--- src/rtl/dbus_arbiter.sv ---
// dbus_arbiter
//   Puts two bus masters onto the one shared data-bus slave port:
//   master 0 = udm, master 1 = CPU data port.
//   - Master 0 has fixed priority. A starvation guard forces master 1 through
//     after STARVE_LIMIT consecutive master-0 transfers while master 1 waits.
//   - An in-order owner FIFO (RD_DEPTH entries) records who issued each
//     accepted read, so each slave response is routed back to its owner.
//   - orphan_o is sticky. It is set by a response that arrives while no read
//     is outstanding.
//
// Ports
//   clk_i, rst_i       clock, synchronous active-high reset
//   m_req_i/m_we_i     per-master request / write enable (bit n = master n)
//   m_addr_bi/m_be_bi/m_wdata_bi   per-master request fields, packed by master
//   m_ack_o/m_resp_o/m_rdata_bo    per-master accept / read response / data
//   s_*                shared slave port
//   orphan_o           sticky unmatched-response flag
//   grant_cnt0_bo/grant_cnt1_bo    accepted-transfer counters
//
// Build option
//   DBUS_ARBITER_PERF_EN  when defined, the grant counters are implemented.
//                         When not defined, both counters are tied to 0.
module dbus_arbiter #(
  parameter int RD_DEPTH     = 4,
  parameter int STARVE_LIMIT = 8,
  parameter int AW           = 32
) (
  input  logic            clk_i,
  input  logic            rst_i,
  input  logic [1:0]      m_req_i,
  input  logic [1:0]      m_we_i,
  input  logic [2*AW-1:0] m_addr_bi,
  input  logic [7:0]      m_be_bi,
  input  logic [63:0]     m_wdata_bi,
  output logic [1:0]      m_ack_o,
  output logic [1:0]      m_resp_o,
  output logic [63:0]     m_rdata_bo,
  output logic            s_req_o,
  output logic            s_we_o,
  output logic [AW-1:0]   s_addr_bo,
  output logic [3:0]      s_be_bo,
  output logic [31:0]     s_wdata_bo,
  input  logic            s_ack_i,
  input  logic            s_resp_i,
  input  logic [31:0]     s_rdata_bi,
  output logic            orphan_o,
  output logic [31:0]     grant_cnt0_bo,
  output logic [31:0]     grant_cnt1_bo
);

  localparam int PW = $clog2(RD_DEPTH);
  localparam int SW = $clog2(STARVE_LIMIT + 1);
  localparam logic [SW-1:0] STARVE_MAX = SW'(STARVE_LIMIT);
  localparam logic [PW:0]   DEPTH      = (PW+1)'(RD_DEPTH);

  logic [RD_DEPTH-1:0] owner_q;
  logic [PW-1:0]       wr_ptr;
  logic [PW-1:0]       rd_ptr;
  logic [PW:0]         occ;
  logic [SW-1:0]       starve_cnt;
  logic                orphan_q;

  logic fifo_empty;
  logic fifo_full;
  logic pop;
  logic push;
  logic xfer;
  logic head_owner;
  logic win_vld;
  logic win_id;
  logic gnt_vld;
  logic gnt_id;

  assign fifo_empty = (occ == '0);
  assign head_owner = owner_q[rd_ptr];
  assign pop        = s_resp_i & ~fifo_empty;
  // A response popping in this cycle frees a slot for a read granted in the
  // same cycle. This allows push-with-pop at full occupancy.
  assign fifo_full  = (occ == DEPTH) & ~pop;

  // Priority winner. A read that cannot be accepted yields to a write from
  // the other master. If there is no such write, nothing is granted.
  always_comb begin
    win_vld = |m_req_i;
    win_id  = 1'b0;
    if (m_req_i == 2'b10)
      win_id = 1'b1;
    else if (m_req_i == 2'b11 && starve_cnt == STARVE_MAX)
      win_id = 1'b1;
    gnt_vld = win_vld;
    gnt_id  = win_id;
    if (win_vld && fifo_full && !m_we_i[win_id]) begin
      gnt_id  = ~win_id;
      gnt_vld = m_req_i[~win_id] & m_we_i[~win_id];
    end
  end

  always_comb begin
    s_req_o    = gnt_vld;
    s_we_o     = 1'b0;
    s_addr_bo  = '0;
    s_be_bo    = '0;
    s_wdata_bo = '0;
    m_ack_o    = '0;
    if (gnt_vld) begin
      s_we_o          = m_we_i[gnt_id];
      s_addr_bo       = gnt_id ? m_addr_bi[AW +: AW] : m_addr_bi[0 +: AW];
      s_be_bo         = gnt_id ? m_be_bi[4 +: 4] : m_be_bi[0 +: 4];
      s_wdata_bo      = gnt_id ? m_wdata_bi[32 +: 32] : m_wdata_bi[0 +: 32];
      m_ack_o[gnt_id] = s_ack_i;
    end
  end

  assign xfer = gnt_vld & s_ack_i;
  assign push = xfer & ~s_we_o;

  always_comb begin
    m_resp_o   = '0;
    m_rdata_bo = '0;
    if (pop) begin
      m_resp_o[head_owner] = 1'b1;
      if (head_owner)
        m_rdata_bo[63:32] = s_rdata_bi;
      else
        m_rdata_bo[31:0]  = s_rdata_bi;
    end
  end

  // Owner storage is not reset. Only slots between rd_ptr and wr_ptr are ever read.
  always_ff @(posedge clk_i) begin
    if (!rst_i && push)
      owner_q[wr_ptr] <= gnt_id;
  end

  always_ff @(posedge clk_i) begin
    if (rst_i) begin
      wr_ptr     <= '0;
      rd_ptr     <= '0;
      occ        <= '0;
      starve_cnt <= '0;
      orphan_q   <= 1'b0;
    end else begin
      if (push)
        wr_ptr <= wr_ptr + 1'b1;
      if (pop)
        rd_ptr <= rd_ptr + 1'b1;
      case ({push, pop})
        2'b10:   occ <= occ + 1'b1;
        2'b01:   occ <= occ - 1'b1;
        default: occ <= occ;
      endcase
      // An empty-FIFO response cannot match a read pushed in the same cycle.
      if (s_resp_i && fifo_empty)
        orphan_q <= 1'b1;
      if (!m_req_i[1] || (xfer && gnt_id))
        starve_cnt <= '0;
      else if (xfer && starve_cnt != STARVE_MAX)
        starve_cnt <= starve_cnt + 1'b1;
    end
  end

  assign orphan_o = orphan_q;

`ifdef DBUS_ARBITER_PERF_EN
  logic [31:0] cnt0_q;
  logic [31:0] cnt1_q;

  always_ff @(posedge clk_i) begin
    if (rst_i) begin
      cnt0_q <= '0;
      cnt1_q <= '0;
    end else if (xfer) begin
      if (gnt_id)
        cnt1_q <= cnt1_q + 1'b1;
      else
        cnt0_q <= cnt0_q + 1'b1;
    end
  end

  assign grant_cnt0_bo = cnt0_q;
  assign grant_cnt1_bo = cnt1_q;
`else
  assign grant_cnt0_bo = '0;
  assign grant_cnt1_bo = '0;
`endif

endmodule

--- config.mk ---
export PLATFORM = sky130hd
export DESIGN_NAME = dbus_arbiter
export DESIGN_NICKNAME = d
export VERILOG_FILES = /design/src/rtl/dbus_arbiter.sv
export SDC_FILE = /design/constraint.sdc
export NUM_CORES = 1
export LEC_CHECK = 0
export ABC_AREA = 1
export BUFFER_PORTS_ARGS = -buffer_cell sky130_fd_sc_hd__buf_2
export CORE_AREA = 2 2 146 148
export CTS_CLUSTER_DIAMETER = 30
export DETAILED_ROUTE_END_ITERATION = 12
export DIE_AREA = 0 0 148 150
export PLACE_DENSITY_LB_ADDON = 0.1
export SLEW_MARGIN = 10
export SYNTH_ARGS = -nofsm -noshare
export SYNTH_HDL_FRONTEND = slang
export SYNTH_SLANG_ARGS = --single-unit
--- constraint.sdc ---
create_clock -name clk_i -period 5.2 [get_ports clk_i]
set_input_delay 0.52 -clock clk_i [delete_from_list [all_inputs] [get_ports clk_i]]
set_output_delay 0.52 -clock clk_i [all_outputs]
set_load 0.02 [all_outputs]
==> metrics.md <==
| Metric | Value |
|---|---|
| Synth Cell Area | 0.00291 mm2 |
| Fillcell total | 2481 |
| Max FO, Critical Path | 52 |
| Placed insts | 1105 |
| Most common cell after layout, fill and taps aside | buf_2 |
| Die height | 150 um |
| CTS resizes | 0 |
| Fin Clk Skew | 2.23 ps |
| Min cycle time layout | 3560 ps |
| First-pass GRT wire length | 19000 um |
| Switching Fraction | 0.546 |
| CTS clk-pin slew, worst paths | 50 ps |
| Asr flop ratio synth | 0 |
| CTS Buffer Depth | 2 |
| Core area | 0.0207 mm2 |
| Drt wl/cell | 11.9 um |
| Worst-Margin Slew | 959 ps |
| PwrDens | 232 mW/mm2 |
| Starting DRC count in detailed routing | 79 |
| Layout cell share with drive strength beyond 1 | 0.397 |
| Sequential power share | 0.150 |
| GRT overflow | 0 |
| Number of antenna violations at the first check in global routing | 3 |
| Die W | 148 um |
| Warnings from Yosys | 0 |
| Seq/Total Area, Yosys | 0.124 |
| Skew-Pair Late Insertion Delay | 250 ps |
| Critical Path RT | 4680 ps |
| Commonest cells after routing, fill and taps aside | buf_2 (314), nor2_1 (217), inv_1 (65) |
| CTS root buffer | clkbuf_16 |
| Hold Violations, Final | 0 |
| Post-synth EDFFs | 4 |
| Sw Pwr | 572 uW |
| Final Slew Violations | 0 |
| Max Cap Violations | 0 |
| Comb power frac | 0.705 |
| Class of the most critical setup path | flop to output port |
| Netlist cell types | 25 |
| Leakage | 0.00276 uW |
| Drc violations | 0 |
| Vias | 3999 |
| Setup crit end kind | output port |
| RSZ-0062 raised after global routing | false |
| Hpwl dp | 11100 um |
| Global Route Usage Sum | 0.106 |
| Pint | 475 uW |
| Status | finished clean |
| Vias in the first global route | 3604 |
| Sink Count | 16 |
| Rows | 53 |
| Post-synthesis instance total | 542 |
| Syn-to-layout area delta | 55.1% |
| Main synth FF type | dfxtp_1 |
| Largest net degree at the start of global routing | 60 |
| Final cycle utilization of the critical path | 0.684 |
| Setup TNS | 0 ps |
| Routed WL | 13200 um |
| Num CTS Buffers | 3 |
| # IOs | 379 |
| Clock Power Share | 0.144 |
| Finish-stage setup viols | 0 |
| Diode count | 0 |
| Drt pass-1 iters | 4 |
| Htree depth | 1 |
| Maximum clock frequency | 0.281 GHz |
| Number of buffers added on ports | 314 |
| CTS tree | built |
| Post-CTS Setup Inserts | 0 |
| DRT antenna net count | 0 |
| FF+latch count, synth | 16 |
| Vias/cell | 3.61 |
| Crit path arrival time | 3040 ps |
| Syn_area_per_cell | 5.37 um2 |
| CP Launch Type | flop |
| Hold Crit Class | input port to flop |
| Final instance count without filler cells | 1109 |
| Starting density of the core | 0.141 |
| Routability Congestion | 0.747 |
| Die area | 0.0222 mm2 |
| Max_slew headroom | 0.360 |
| Worst vdd ir | 0.0862 mV |
| Nets | 1019 |
| Post-CTS Hold Buffers | 0 |
## power groups by stage
stage	logic, uW	registers, uW	clock network [uW]
finish	738	158	151
global route	822	160	163
CTS	754	158	158
detailed placement	752	161	0
global placement	762	162	0
floorplan	522	161	0
## layout make-up
type | instances | area (um2) | share of cell area
tap | 275 | 344 | 0.0763
inverter | 66 | 248 | 0.0549
clock inverter | 1 | 3.75 | 0.000832
multi-input combinational | 430 | 1880 | 0.416
timing repair buffer | 318 | 1600 | 0.355
clock buffer | 3 | 75.1 | 0.0166
sequential | 16 | 360 | 0.0799
## worst max-delay path, cell delays in order, from the launching register on
cell	delay, ps
dfxtp_1	360
inv_1	70
ha_1	220
nand3_2	140
nand2_1	100
nand2_1	90
a21o_1	130
nand2_2	250
inv_2	680
buf_4	350
o21ai_0	100
nor2_1	110
buf_2	180
## cell usage after synthesis, types with 2 or more instances
cell      count  area (um2)
dfxtp_1      12         240
nand2_1      23        86.3
a21oi_1      14        70.1
edfxtp_1      4         120
o21ai_0      55         275
buf_2         8        40.0
nand4_1       4        25.0
nand2_2       5        31.3
clkbuf_1     10        37.5
inv_1        65         244
ha_1          7        87.6
buf_6         5        56.3
nand3_1      13        65.1
o21ai_1      20         100
nor2_1      217         815
nand3_2       2        20.0
buf_4        70         526
## through the flow
| stage | total power [uW] | setup slack [ps] | hold slack (ps) | utilization | area [um2] |
|---|---|---|---|---|---|
| finish | 1050 | 1640 | 439 | 0.218 | 4510 |
| global route | 1150 | 1280 | 441 | 0.218 | 4510 |
| CTS | 1070 | 1600 | 435 | 0.218 | 4510 |
| detailed placement | 913 | 1810 | 440 | 0.214 | 4430 |
| global placement | 924 | 1840 | 448 | 0.214 | 4430 |
| floorplan | 683 | 2730 | 454 | - | 3150 |
## worst paths after layout
kind	depth (start not counted)	from	end	slack (ps)
worst max-delay path	12	starve_cnt[0]$_SDFFE_PP0P_	s_wdata_bo[29]	1640
worst max register to register	18	starve_cnt[0]$_SDFFE_PP0P_	occ[2]$_SDFFE_PP0P_	2000
worst min-delay path	2	rst_i	orphan_o$_SDFFE_PP0P_	440
worst min register to register	2	orphan_o$_SDFFE_PP0P_	orphan_o$_SDFFE_PP0P_	440
## sequential cells by signal (all words and copies together) (netlist names)
name and count:
starve_cnt 4, wr_ptr 2, orphan_o 1, owner_q 4
rd_ptr 2, occ 3
## kinds of logic after synthesis
kind of cell,count (synthesis),synth area share
AOI/OAI and AO/OA,90,0.156
xor gates and xnor gates,2,0.00602
adders and majority gates,8,0.0370
buffers and inverters,159,0.312
DFF,16,0.124
other,1,0.00129
and+or+nand+nor,266,0.364
## per-layer routing
| metal | vias to the layer above | track usage | share of wire |
|---|---|---|---|
| met3 | 14 | 0.0348 | 0.11 |
| li1 | 2108 | - | - |
| met4 | 4 | 0.0167 | 0.012 |
| met2 | 232 | 0.207 | 0.52 |
| met5 | - | 0 | 0.0016 |
| met1 | 1641 | 0.111 | 0.35 |
Power figures use the tool's default switching activity.
